<file path="src/rtl/shift_unit_pipe.sv">
// shift_unit_pipe: pipelined shift/rotate node (SHL/SHR/SRA/ROL/ROR).
// A log2(N)-level barrel shifter is split across STAGES register stages.
// Each token carries its op, sign, oversize flag and partial overflow with it.
module shift_unit_pipe #(
    parameter int N      = 16,
    parameter int STAGES = 2
) (
    input  logic         CLK,
    input  logic         RST,
    input  logic         EN,
    input  logic         R_IN1,
    input  logic [N-1:0] D_IN1,
    input  logic         R_IN2,
    input  logic [N-1:0] D_IN2,
    input  logic [2:0]   OP,
    output logic         R_OUT,
    output logic [N-1:0] D_OUT,
    output logic         OVF
);

    localparam int LOG2N = $clog2(N);
    // Barrel levels per stage; the first REM stages take one extra level.
    localparam int BASE  = LOG2N / STAGES;
    localparam int REM   = LOG2N % STAGES;

    localparam logic [2:0] OP_SHL = 3'd0;
    localparam logic [2:0] OP_SHR = 3'd1;
    localparam logic [2:0] OP_SRA = 3'd2;
    localparam logic [2:0] OP_ROL = 3'd3;
    localparam logic [2:0] OP_ROR = 3'd4;

    typedef struct packed {
        logic [N-1:0]     data;
        logic [LOG2N-1:0] amt;
        logic [2:0]       op;
        logic             sign;
        logic             big;
        logic             ovf;
    } tok_t;

    // One barrel level: shift/rotate by 2^k when amount bit k is set.
    // For SHL the bits pushed off the top are folded into the overflow flag,
    // so the total over all levels is "any 1 bit shifted out".
    function automatic tok_t apply_level(input tok_t t, input int k);
        tok_t r;
        int   sh;
        r  = t;
        sh = 1 << k;
        if (t.amt[k]) begin
            case (t.op)
                OP_SHL: begin
                    r.ovf  = t.ovf | (|(t.data >> (N - sh)));
                    r.data = t.data << sh;
                end
                OP_SHR: r.data = t.data >> sh;
                OP_SRA: r.data = (t.data >> sh) | (t.sign ? ~({N{1'b1}} >> sh) : '0);
                OP_ROL: r.data = (t.data << sh) | (t.data >> (N - sh));
                OP_ROR: r.data = (t.data >> sh) | (t.data << (N - sh));
                default: ;
            endcase
        end
        return r;
    endfunction

    // Final fix-up after all levels: oversize amounts and reserved ops.
    // For SHL with BIG, the operand was non-zero iff bits remain or some
    // were already shifted out, so the partial flag plus |data suffices.
    function automatic logic [N:0] finish(input tok_t t);
        logic [N-1:0] d;
        logic         o;
        d = t.data;
        o = t.ovf;
        case (t.op)
            OP_SHL: if (t.big) begin
                o = t.ovf | (|t.data);
                d = '0;
            end
            OP_SHR: if (t.big) d = '0;
            OP_SRA: if (t.big) d = {N{t.sign}};
            OP_ROL, OP_ROR: ;
            default: begin
                d = '0;
                o = 1'b1;
            end
        endcase
        return {o, d};
    endfunction

    tok_t tok_in   [STAGES];
    logic vld_pipe [STAGES+1];

    assign vld_pipe[0] = R_IN1 & R_IN2;
    assign tok_in[0]   = '{data: D_IN1,
                           amt:  D_IN2[LOG2N-1:0],
                           op:   OP,
                           sign: D_IN1[N-1],
                           big:  |D_IN2[N-1:LOG2N],
                           ovf:  1'b0};

    genvar s;
    generate
        for (s = 0; s < STAGES; s++) begin : g_stage
            localparam int LO  = s * BASE + ((s < REM) ? s : REM);
            localparam int CNT = BASE + ((s < REM) ? 1 : 0);

            tok_t t_nx;
            logic vld_q;

            // Combinational barrel levels owned by this stage.
            always_comb begin
                t_nx = tok_in[s];
                for (int k = LO; k < LO + CNT; k++) begin
                    t_nx = apply_level(t_nx, k);
                end
            end

            // Valid bit advances on every enabled edge; bubbles pass through.
            always_ff @(posedge CLK or negedge RST) begin
                if (!RST)    vld_q <= 1'b0;
                else if (EN) vld_q <= vld_pipe[s];
            end
            assign vld_pipe[s+1] = vld_q;

            if (s < STAGES - 1) begin : g_mid
                tok_t q;
                // Token data only moves with a valid token; bubbles leave it.
                always_ff @(posedge CLK or negedge RST) begin
                    if (!RST)                  q <= '0;
                    else if (EN && vld_pipe[s]) q <= t_nx;
                end
                assign tok_in[s+1] = q;
            end else begin : g_last
                logic [N:0]   fin;
                logic [N-1:0] d_q;
                logic         ovf_q;
                assign fin = finish(t_nx);
                // Output registers keep the last valid result across bubbles.
                always_ff @(posedge CLK or negedge RST) begin
                    if (!RST) begin
                        d_q   <= '0;
                        ovf_q <= 1'b0;
                    end else if (EN && vld_pipe[s]) begin
                        d_q   <= fin[N-1:0];
                        ovf_q <= fin[N];
                    end
                end
                assign D_OUT = d_q;
                assign OVF   = ovf_q;
            end
        end
    endgenerate

    assign R_OUT = vld_pipe[STAGES];

endmodule

</file>
<file path="config.mk">
export PLATFORM = sky130hd
export DESIGN_NAME = shift_unit_pipe
export DESIGN_NICKNAME = d
export VERILOG_FILES = /design/src/rtl/shift_unit_pipe.sv
export SDC_FILE = /design/constraint.sdc
export NUM_CORES = 1
export LEC_CHECK = 0
export CAP_MARGIN = 20
export CORE_UTILIZATION = 50
export CTS_CLUSTER_DIAMETER = 200
export DETAILED_ROUTE_END_ITERATION = 12
export PLACE_DENSITY = 0.75
export SLEW_MARGIN = 20
export SYNTH_ARGS = -nofsm -noshare
export SYNTH_HDL_FRONTEND = slang
export SYNTH_SLANG_ARGS = --single-unit
export TNS_END_PERCENT = 20
</file>
<file path="constraint.sdc">
create_clock -name CLK -period 4.71 [get_ports CLK]
set_input_delay 0.942 -clock CLK [delete_from_list [all_inputs] [get_ports CLK]]
set_output_delay 0.942 -clock CLK [all_outputs]
set_load 0.005 [all_outputs]
</file>
==> flow_summary_export.csv, run 1 <==
group,metric,value,unit
run_status,status,"complete, no violations",
sta,fin_crit_sh,76.3,%
global_route,grt_pass1_wl,19900,µm
routing,drt_iter0_markers,500,
cts,cts_root_buf,"clkbuf_8",
placement,dp_cells,607,
setup_path,cp.required,4.92,ns
global_route,grt_max_degree,44,
sta,hold_viol_final,0,
layout,post-route-cell-area,0.00453,mm²
setup_path,end_kind,"flip-flop",
worst_hold_path,hp-class,"flip-flop to flip-flop",
setup_path,critPathSlowestCell,"clkdlybuf4s50_1",
yosys,synth.most_common_cell,"nand2_1",
pwr,vdd_drop_max,0.344,mV
placement,placed_cell_area,0.00442,mm²
floorplan,fp.coreArea,0.00737,mm²
yosys,ys_ff_latch,43,
sta,rsz0062_at_grt,"false",
sta,setup-violations-final,0,
routing,wl,12000,µm
layout,syn_to_final_growth,17.7,%
sta,tightestPinTransition,1.11,ns
cts,cts_tree,"yes",
floorplan,io-pin-count,58,
yosys,synthCells,480,
sta,slew_violations,0,
sta,fmax,278,MHz
yosys,ys_types,73,
cts,path_clk_slew,0.08,ns
yosys,syn_area,0.00385,mm²
yosys,ys_seq_area_share,27.9,%
cts,holdBufCountCts,0,
layout,nNetsFinal,555,
yosys,synth_top_area_cell,"dfrtp_1",
yosys,yosysWarnings,0,
floorplan,fp-row-count,31,
sta,finClkSkew,0.00574,ns
placement,dp_hpwl,8840,µm
cts,numCtsBuffers,5,
cts,clk_path_buf_depth,2,
pwr,power.density,381,mW/mm²
setup_path,max_stage_delay,0.64,ns
routing,dr_total_vias,4129,
sta,finalWorstSetupSlack,1.12,ns
layout,drive_above_1_share,7.57,%
cts,postCtsSetupBuffers,0,
global_route,grt_antenna_before_repair,0,
layout,antenna_cells,0,
job,drv_cap,0,
global_route,track_usage,30.6,%
routing,vias_per_cell,6.72,
setup_path,rrSetupSlack,1.35,ns
setup_path,start_kind,"input port",
yosys,synthTopCellsByCount,"nand2_1, dfrtp_1, nor2_1, o21ai_0, a21oi_1",
sta,max-slew-margin-rel,25.9,%
setup_path,crit_chain,"clkdlybuf4s50_1, o21ai_0, nand2_1, o21ai_0, a21oi_1, o211a_1, o31ai_1",
routing,drc_errors,0,
sta,period_minus_slack,3.59,ns
yosys,synth-main-ff-cell,"dfrtp_1",
pwr,p_leak,1.84,nW
floorplan,dieArea,0.00806,mm²
global_route,first_global_vias,3763,
cts,ctsResizeCount,0,
global_route,overflow,0,
yosys,syn_area_per_cell,8.03,µm²
routing,detail_route.wl_per_cell,19.5,µm
cts,h-tree-depth,2,
layout,fin_cells,614,
floorplan,die_w,89.8,µm
sta,hold_slack,0.502,ns
yosys,synth_edf_count,0,
yosys,synth_area_leaders,"dfrtp_1, o21ai_0, a21oi_1",
setup_path,cp_max_fo,25,
floorplan,die_h,89.8,µm
cts,clock_sinks,43,
setup_path,critPathKind,"input port to flip-flop",
placement,io_buffers,57,
yosys,async_flop_share,100,%
routing,final_antenna_net_count,0,
sta,fin_tns_setup,0,ns
placement,dp_slack,0.846,ns
setup_path,cp_common_cell,"o21ai_0",
yosys,syn_nets,520,
placement,gp_congestion,0.966,
yosys,synthDominantCellAreaShare,27.9,%
floorplan,initial_utilization,52.3,%
setup_path,crit_arrival,3.81,ns
cts,clock_latency,0.30,ns
routing,first_pass_iters,5,
==> area by class of cell <==
class                      instances  area, µm²
clock buffer                       5       68.8
multi-input combinational        392       2580
tap                               99        124
timing repair buffer              64        618
clock inverter                     2       37.5
fill                             672       2840
inverter                           9       33.8
sequential                        43       1080
==> logic make-up (layout without fill, tap and decap cells) <==
| logic type | count (synthesis) | after routing | synth area share (%) |
|---|---|---|---|
| compound gates | 208 | 208 | 38.0 |
| xor+xnor | 3 | 3 | 0.877 |
| buf+inv | 45 | 80 | 5.36 |
| flops | 43 | 43 | 27.9 |
| mux | 25 | 25 | 6.82 |
| simple gates | 156 | 156 | 21.1 |
==> layout by cell type (no fill, tap or decap), types with 5 or more instances in the layout <==
cell type and count:
a22o_1 6, a31oi_1 9, o22ai_1 6, a211oi_1 17, clkdlybuf4s50_1 56, o21ai_0 37
a21oi_1 33, dfrtp_1 43, o21a_1 5, nor2b_1 9, a21o_1 18, buf_4 7
and2_1 8, mux2i_1 15, nand3_1 9, inv_1 9, a221oi_1 6, mux2_2 8
a221o_1 10, clkbuf_8 5, nand3b_1 5, o211ai_1 7, a22oi_1 15, nand2_1 44
nor4_1 10, nor2_1 37
==> report_power, final <==
| part | switching, mW | internal (mW) |
|---|---|---|
| clock | 0.131 | 0.155 |
| combinational | 0.421 | 0.411 |
| sequential | 0.149 | 0.462 |
==> layer usage <==
metal	GRT usage, %	share of wire (%)	up-vias
met2	46.3	45	234
met4	9.70	2.4	0
li1	-	-	1919
met3	6.85	9.4	33
met1	43.1	44	1943
met5	0	0	-
==> flip-flops by register name, summed over array words and instances (netlist names) <==
name and count:
g_stage.g_mid.q 24, D_OUT 16, OVF 1, R_OUT 1, g_stage.vld_q 1
==> through the flow <==
stage          power [mW]  util, %
3_5_place_dp         1.42     60.0
3_3_place_gp         1.41     60.0
4_1_cts              1.71     61.5
2_1_floorplan        1.10        -
6_report             1.73     61.5
5_1_grt              1.83     61.5
==> critical path, delay by kind of cell <==
family	cells	cell delay (ns)
compound gates	5	1.72
buf+inv	1	0.64
simple gates	1	0.49
==> final timing paths <==
check                                           start  cells after the start                     end
worst max-delay path                            OP[1]                      7  g_stage[0].g_mid.q[24]
worst min-delay path            g_stage[0].g_mid.q[1]                      1   g_stage[0].g_mid.q[1]
worst max register to register  g_stage[0].g_mid.q[5]                      7                     OVF
worst min register to register  g_stage[0].g_mid.q[1]                      1   g_stage[0].g_mid.q[1]
max in group asynchronous                         RST                      1  g_stage[0].g_mid.q[21]
min in group asynchronous                         RST                      1                D_OUT[5]
(Power assumes the default switching activity.)
==> run 2, diff against run 1 <==
- PLACE_DENSITY: 0.75 -> 0.78
- clock period: 4.71 -> 2.95 ns (I/O delays scaled with it)
==> flow_summary_export.csv, run 2 (synthesized netlist as in run 1, its figures left out) <==
group,metric,value,unit
cts,clock_latency,0.30,ns
layout,layout_commonest_cell,"clkdlybuf4s50_1",
floorplan,fp.coreArea,0.00737,mm²
floorplan,dieArea,0.00806,mm²
placement,dp_cells,629,
sta,rsz0062_at_grt,"false",
sta,finClkSkew,0.00469,ns
global_route,grt_pass1_wl,19900,µm
routing,dr_total_vias,4317,
floorplan,io-pin-count,58,
cts,cts_tree,"yes",
sta,max-slew-margin-rel,35.7,%
worst_hold_path,hp-class,"input port to asynchronous set/reset pin",
layout,multi_input_area,0.00257,mm²
routing,wl,12200,µm
routing,vias_per_cell,6.78,
sta,fin_crit_sh,94.9,%
setup_path,critPathKind,"flip-flop to flip-flop",
job,drv_cap,0,
routing,final_antenna_net_count,0,
routing,drc_errors,0,
layout,fin_cells,637,
setup_path,cp.required,3.12,ns
pwr,vdd_drop_max,0.401,mV
routing,drt_iter0_markers,546,
cts,clock_sinks,43,
cts,path_clk_slew,0.08,ns
pwr,power.density,596,mW/mm²
layout,top_register,"g_stage.g_mid.q",
setup_path,crit_arrival,2.97,ns
pwr,finalPower,2.81,mW
placement,gp_congestion,0.994,
layout,largest_register_ffs,24,
cts,h-tree-depth,2,
setup_path,cp_max_fo,25,
global_route,grt_max_degree,44,
layout,nNetsFinal,577,
sta,fmax,357,MHz
layout,seqCellArea,0.00108,mm²
layout,syn_to_final_growth,22.4,%
placement,dp_hpwl,9090,µm
cts,clk_path_buf_depth,2,
cts,numCtsBuffers,5,
routing,first_pass_iters,8,
setup_path,end_kind,"flip-flop",
floorplan,fp-row-count,31,
setup_path,start_kind,"flip-flop",
cts,cts_root_buf,"clkbuf_8",
floorplan,initial_utilization,52.3,%
sta,slew_violations,0,
routing,detail_route.wl_per_cell,19.1,µm
floorplan,die_w,89.8,µm
placement,io_buffers,57,
global_route,first_global_vias,3987,
sta,tightestPinTransition,0.960,ns
run_status,status,"complete, no violations",
layout,antenna_cells,0,
pwr,p_leak,1.95,nW
layout,n_fill_cell,657,
global_route,overflow,0,
sta,hold_viol_final,0,
global_route,track_usage,30.6,%
layout,drive_above_1_share,11.3,%
floorplan,die_h,89.8,µm
sta,period_minus_slack,2.80,ns
global_route,grt_antenna_before_repair,0,
sta,setup-violations-final,0,
layout,layout_common_cells,"clkdlybuf4s50_1, nand2_1, dfrtp_1",
setup_path,rrSetupSlack,0.15,ns
cts,holdBufCountCts,0,
run 2: changes by cell type in the layout (fill, tap and decap cells not counted):
cell	delta
a2111oi_0	-1
a2111oi_1	+1
buf_12	+2
buf_4	+20
bufinv_16	-1
clkbuf_8	+2
nand3_1	+1
nand3_2	-1
run 2: layout make-up:
type / instances / area share [%]
multi-input combinational: 392 / 54.5
sequential: 43 / 22.8
timing repair buffer: 86 / 17.1
tap: 99 / 2.63
clock buffer: 7 / 2.04
inverter: 9 / 0.716
clock inverter: 1 / 0.159
run 2: worst paths after layout:
path / startpoint / end / cells after the start
worst max register to register: g_stage[0].g_mid.q[4] / OVF / 8
min in group CLK: g_stage[0].g_mid.q[0] / g_stage[0].g_mid.q[0] / 1
worst min-delay path: RST / D_OUT[6] / 1
max in group asynchronous: RST / g_stage[0].g_mid.q[4] / 1
worst min register to register: g_stage[0].g_mid.q[0] / g_stage[0].g_mid.q[0] / 1
worst max-delay path: g_stage[0].g_mid.q[4] / OVF / 8
run 2: power breakdown:
part / switching, mW / internal [mW] / total (mW)
clock: 0.209 / 0.213 / 0.422
sequential: 0.187 / 0.738 / 0.925
combinational: 0.744 / 0.719 / 1.46
run 2: metal layers:
metal	share of wire (%)	GRT usage (%)
met1	43	42.5
met2	45	46.3
met3	9.8	6.60
met4	2.4	12.0
met5	0	0
run 2: through the flow:
step	instance area [µm²]	hold slack, ns	setup WS [ns]	utilization, %	TNS (ns)
after floorplan	3850	0.294	0.632	-	0
after global placement	4610	0.468	-0.288	62.6	-0.288
after detailed placement	4610	0.476	-0.239	62.6	-0.239
after CTS	4720	0.479	0.0763	64.0	0
after global routing	4720	0.512	0.0424	64.0	0
final	4720	0.422	0.150	64.0	0
run 2: what timing repair did:
| item | CTS | global route |
|---|---|---|
| setup buffers | 0 | 0 |
| gates resized for setup | 0 | 1 |
| endpoints found under the setup margin | 0 | 1 |
| hold endpoints to repair | 0 | 0 |
run 2: worst max-delay path, stage by stage, from the launching register on:
cell	delay (ns)
dfrtp_1	0.41
buf_4	0.23
o21ai_2	0.47
a21boi_0	0.17
a221o_1	0.37
a211oi_2	0.34
nand4_1	0.21
nor4b_2	0.33
a31oi_1	0.13
